$ cat config.mk
export PLATFORM = sky130hd
export DESIGN_NAME = nes_pad_responder
export DESIGN_NICKNAME = d
export VERILOG_FILES = /design/src/rtl/nes_pad_responder.sv
export SDC_FILE = /design/constraint.sdc
export NUM_CORES = 1
export LEC_CHECK = 0
export ABC_AREA = 1
export BUFFER_PORTS_ARGS = -buffer_cell sky130_fd_sc_hd__clkbuf_2
export CORE_MARGIN = 2
export CORE_UTILIZATION = 52
export DETAILED_ROUTE_END_ITERATION = 10
export HOLD_SLACK_MARGIN = 0.06
export MAX_ROUTING_LAYER = met4
export PLACE_DENSITY = 0.84
export SYNTH_ARGS = -nofsm -noshare
export SYNTH_HDL_FRONTEND = slang
export SYNTH_SLANG_ARGS = --single-unit
$ cat constraint.sdc
create_clock -name clock -period 1.95 [get_ports clock]
set_clock_uncertainty 0.15 [all_clocks]
set_input_delay 0.2925 -clock clock [delete_from_list [all_inputs] [get_ports clock]]
set_output_delay 0.2925 -clock clock [all_outputs]
set_load 0.05 [all_outputs]
$ cat src/rtl/nes_pad_responder.sv
// Pad-side NES serial responder: captures buttons while latch is high and shifts
// them out active-low on data_n, one bit per synchronized pulse rising edge.
module nes_pad_responder #(
    parameter int SYNC_STAGES = 2,
    parameter int NUM_BITS    = 8
) (
    input  logic                clock,
    input  logic                reset,
    input  logic                latch,
    input  logic                pulse,
    input  logic [NUM_BITS-1:0] buttons,
    output logic                data_n,
    output logic [3:0]          bit_count,
    output logic                frame_done,
    output logic [1:0]          state_dbg
);

    typedef enum logic [1:0] {
        IDLE  = 2'd0,
        LOAD  = 2'd1,
        SHIFT = 2'd2,
        DONE  = 2'd3
    } state_t;

    localparam logic [3:0] LAST_BIT = 4'(NUM_BITS - 1);
    localparam logic [3:0] FULL     = 4'(NUM_BITS);

    state_t                   state;
    logic [SYNC_STAGES-1:0]   lat_sync;
    logic [SYNC_STAGES-1:0]   pul_sync;
    logic                     lat_d;
    logic                     pul_d;
    logic                     lat_s;
    logic                     pul_s;
    logic                     pul_rise;
    logic                     lat_fall;
    // Bit 0 goes straight to data_n on load, so only bits above it are held.
    logic [NUM_BITS-1:1]      shreg;

    assign lat_s     = lat_sync[SYNC_STAGES-1];
    assign pul_s     = pul_sync[SYNC_STAGES-1];
    assign pul_rise  = pul_s & ~pul_d;
    assign lat_fall  = ~lat_s & lat_d;
    assign state_dbg = state;

    always_ff @(posedge clock) begin
        if (reset) begin
            lat_sync <= '0;
            pul_sync <= '0;
            lat_d    <= 1'b0;
            pul_d    <= 1'b0;
        end else begin
            lat_sync <= {lat_sync[SYNC_STAGES-2:0], latch};
            pul_sync <= {pul_sync[SYNC_STAGES-2:0], pulse};
            lat_d    <= lat_s;
            pul_d    <= pul_s;
        end
    end

    always_ff @(posedge clock) begin
        if (reset) begin
            state      <= IDLE;
            shreg      <= '0;
            data_n     <= 1'b1;
            bit_count  <= 4'd0;
            frame_done <= 1'b0;
        end else begin
            frame_done <= 1'b0;
            case (state)
                IDLE: begin
                    data_n <= 1'b1;
                    if (lat_s) state <= LOAD;
                end
                LOAD: begin
                    // Transparent while latch is high: follows button changes.
                    shreg     <= buttons[NUM_BITS-1:1];
                    data_n    <= ~buttons[0];
                    bit_count <= 4'd0;
                    if (lat_fall) state <= SHIFT;
                end
                SHIFT: begin
                    if (lat_s) begin
                        state     <= LOAD;
                        bit_count <= 4'd0;
                    end else if (pul_rise) begin
                        shreg <= shreg >> 1;
                        if (bit_count == LAST_BIT) begin
                            bit_count  <= FULL;
                            data_n     <= 1'b0;
                            frame_done <= 1'b1;
                            state      <= DONE;
                        end else begin
                            bit_count <= bit_count + 4'd1;
                            data_n    <= ~shreg[1];
                        end
                    end
                end
                DONE: begin
                    // Reads past the last bit return "pressed", as on real pads.
                    data_n <= 1'b0;
                    if (lat_s) begin
                        state     <= LOAD;
                        bit_count <= 4'd0;
                    end
                end
                default: state <= IDLE;
            endcase
        end
    end

endmodule

==> impl_results.md <==
* Outcome: complete, no violations
* Final Cycle Share at 90.56%
* Initial Util at between 50% and 60%
* Ys Warns at 0
* Row Count at 15
* Worst Setup Path Type: flip-flop to flip-flop
* Final ANT Viol Nets at 0
* Max-cap violation count at 0
* Setup Fix Bufs, Post-CTS at 0
* Sequential area share after synthesis at 41.64%
* Crit end category: flip-flop
* Critical Path RT at 1.99 ns
* Rel. slew slack at ~82%
* Endpoints failing hold at 0
* PD cells at 1219 nW/um^2
* Clock-pin slew on the worst setup and hold paths at 0.11 ns
* Area grow syn2layout at 16.48%
* Synth top area share at 41.64%
* RSZ-0062 raised after global routing: no
* Synth Cell Area at 1010 sq um
* Total grt overflow at 0
* Hold WC Path Type: input pin to flip-flop
* Power Total at 1.433 mW
* Gpl congestion at about 0.94
* Layout Nets at 188
* Final setup viols at 0
* CTS tree: built
* CTS root buffer: clkbuf_4
* Skew-Pair Late Insertion Delay at 0.29 ns
* Sink Count at 21
* Final setup TNS at 0 ns
* Syn_nets at between 150 and 200
* First-pass GRT wire length at 2898 um
* Clock Path Buffers at 2
* Ys async rst share at 0%
* Yosys top cell by area: dfxtp_1
* Placed wire-length estimate at 1489 um
* Register Area at 420.4 sq um
* Worst setup SP type: flip-flop
* Via count at around 900
* CTS Buf Count at 3
* Most frequent cells in the layout: nand2_1, nor2_1, dfxtp_1
* Fillcell total at 162
* DRC viols at 0
* All-layer global routing usage at 18.61%
* #FFs+latches synth at 21
* Share of total power in the clock network at 14.1%
* Layout cells sized above 1 at 19.53%
* Drt initial violations at 17
* Crit path max fanout at 12
* Worst slew pin tran at 0.2774 ns
* Final Slew Violations at 0
* Min Tclk post-route at 1.766 ns
* Core box area at 1783 sq um
* Achievable Freq at 0.5663 GHz
* Arr. time, crit path at 1.81 ns
* Ys flop type: dfxtp_1
* Number of global-route vias before repair at 747
* Switching Power at 629.0 uW
* Leak Pwr at 0.5827 nW
* Die span in y at a little under 50 um
* Initial antenna violation count at 0
* Switching Fraction at 43.88%
* Largest net degree at the start of global routing at 13
* Routed wire length at 1917 um
* Int Pwr at approximately 800 uW
* Area contributors post-synth: dfxtp_1, nand2_1, nor2_1
* Seq pwr share at 39.4%
* Die ar. at approximately 2300 sq um
* Buffers added on ports at 19
* Die Wd at roughly 48 um
* Drt wl/cell at 9.881 um
* Syn_area_per_cell at 6.916 sq um
* Cells after Synth at between 100 and 150
* Ports at 20
* First-pass DRT Iterations at 4
* Peak supply drop at around 920 uV
* Area of the multi-input gates at 519.2 sq um
* Logic pwr share at 46.5%
* Number of synthesized flops with an enable pin at 0
* H-tree levels at 1
* Post-synthesis cell type count at 18
* Reg2reg setup slack at between 0.15 and 0.2 ns
* Commonest non-fill, non-tap cell in the layout: nand2_1
* Via density at 4.634
* Antenna Diode Count at 0
stage by stage:
step	instance area, sq um	std cells	setup slack (ns)	hold slack, ns	util [%]
after global placement	1127	188	0.2187	0.2432	63.23
after CTS	1174	194	0.09941	0.09979	65.82
after global routing	1176	194	0.03788	0.1188	65.96
final	1176	194	0.1840	0.1015	65.96
after floorplan	1010	146	0.02786	0.2217	-
after detailed placement	1127	188	0.1166	0.2539	63.23
synthesized netlist by cell type, drive strengths merged (6+ instances only):
cell	instances
nand2	44
nor2	29
dfxtp	21
inv	17
a21oi	9
o21ai	8
ha	6
nand3	6
final timing paths:
| check | start | to | cells past startpoint |
|---|---|---|---|
| worst min-delay path | buttons[7] | shreg[7] | 3 |
| worst max-delay path | state_dbg[0] | shreg[4] | 9 |
| worst max register to register | state_dbg[0] | shreg[4] | 9 |
| worst min register to register | lat_sync[0] | lat_sync[1] | 2 |
kinds of logic after synthesis:
family / after synthesis / share of synthesized area [%]
AND/OR/NAND/NOR: 81 / 33.46
flip-flops: 21 / 41.64
AO/OA/AOI/OAI: 19 / 10.29
buffers and inverters: 19 / 7.186
adder cells (fa/ha/maj): 6 / 7.435
flip-flops by register name, summed over array words and instances (netlist names):
| name | count |
|---|---|
| data_n | 1 |
| state_dbg | 2 |
| lat_sync | 2 |
| frame_done | 1 |
| pul_sync | 2 |
| pul_d | 1 |
| bit_count | 4 |
| lat_d | 1 |
| shreg | 7 |
critical path, cell delays in order (launching register included):
cell     delay [ns]
dfxtp_1        0.36
inv_1          0.12
ha_2           0.28
inv_2          0.14
nor2_4         0.16
nand2_2        0.10
nand2_2        0.12
inv_2          0.08
nor2_1         0.10
nor2_1         0.05
power groups by stage:
stage	Clock, mW	Sequential, mW	Combinational [mW]
5_1_grt	0.223	0.578	0.743
6_report	0.202	0.565	0.666
3_3_place_gp	0	0.575	0.641
4_1_cts	0.208	0.566	0.666
3_5_place_dp	0	0.576	0.661
2_1_floorplan	0	0.664	0.439
area by class of cell:
cell class,instances,share of cell area (%)
Clock buffer,4,2.234
Timing Repair Buffer,21,9.787
Multi-Input combinational cell,106,44.15
Sequential cell,21,35.74
Tap cell,25,2.660
Inverter,17,5.426
metal layers:
layer,share of wire [%],global-route usage (%)
met1,49,22.15
met2,47,31.20
met4,1.1,6.486
met3,2.2,3.396
met5,0,-
timing repair:
action                                  4_1_cts  5_1_grt
endpoints found under the setup margin        0        9
resized for setup                             0        1
hold buffers                                  2        0
hold endpoints to repair                      2        0
(Power assumes the default switching activity.)
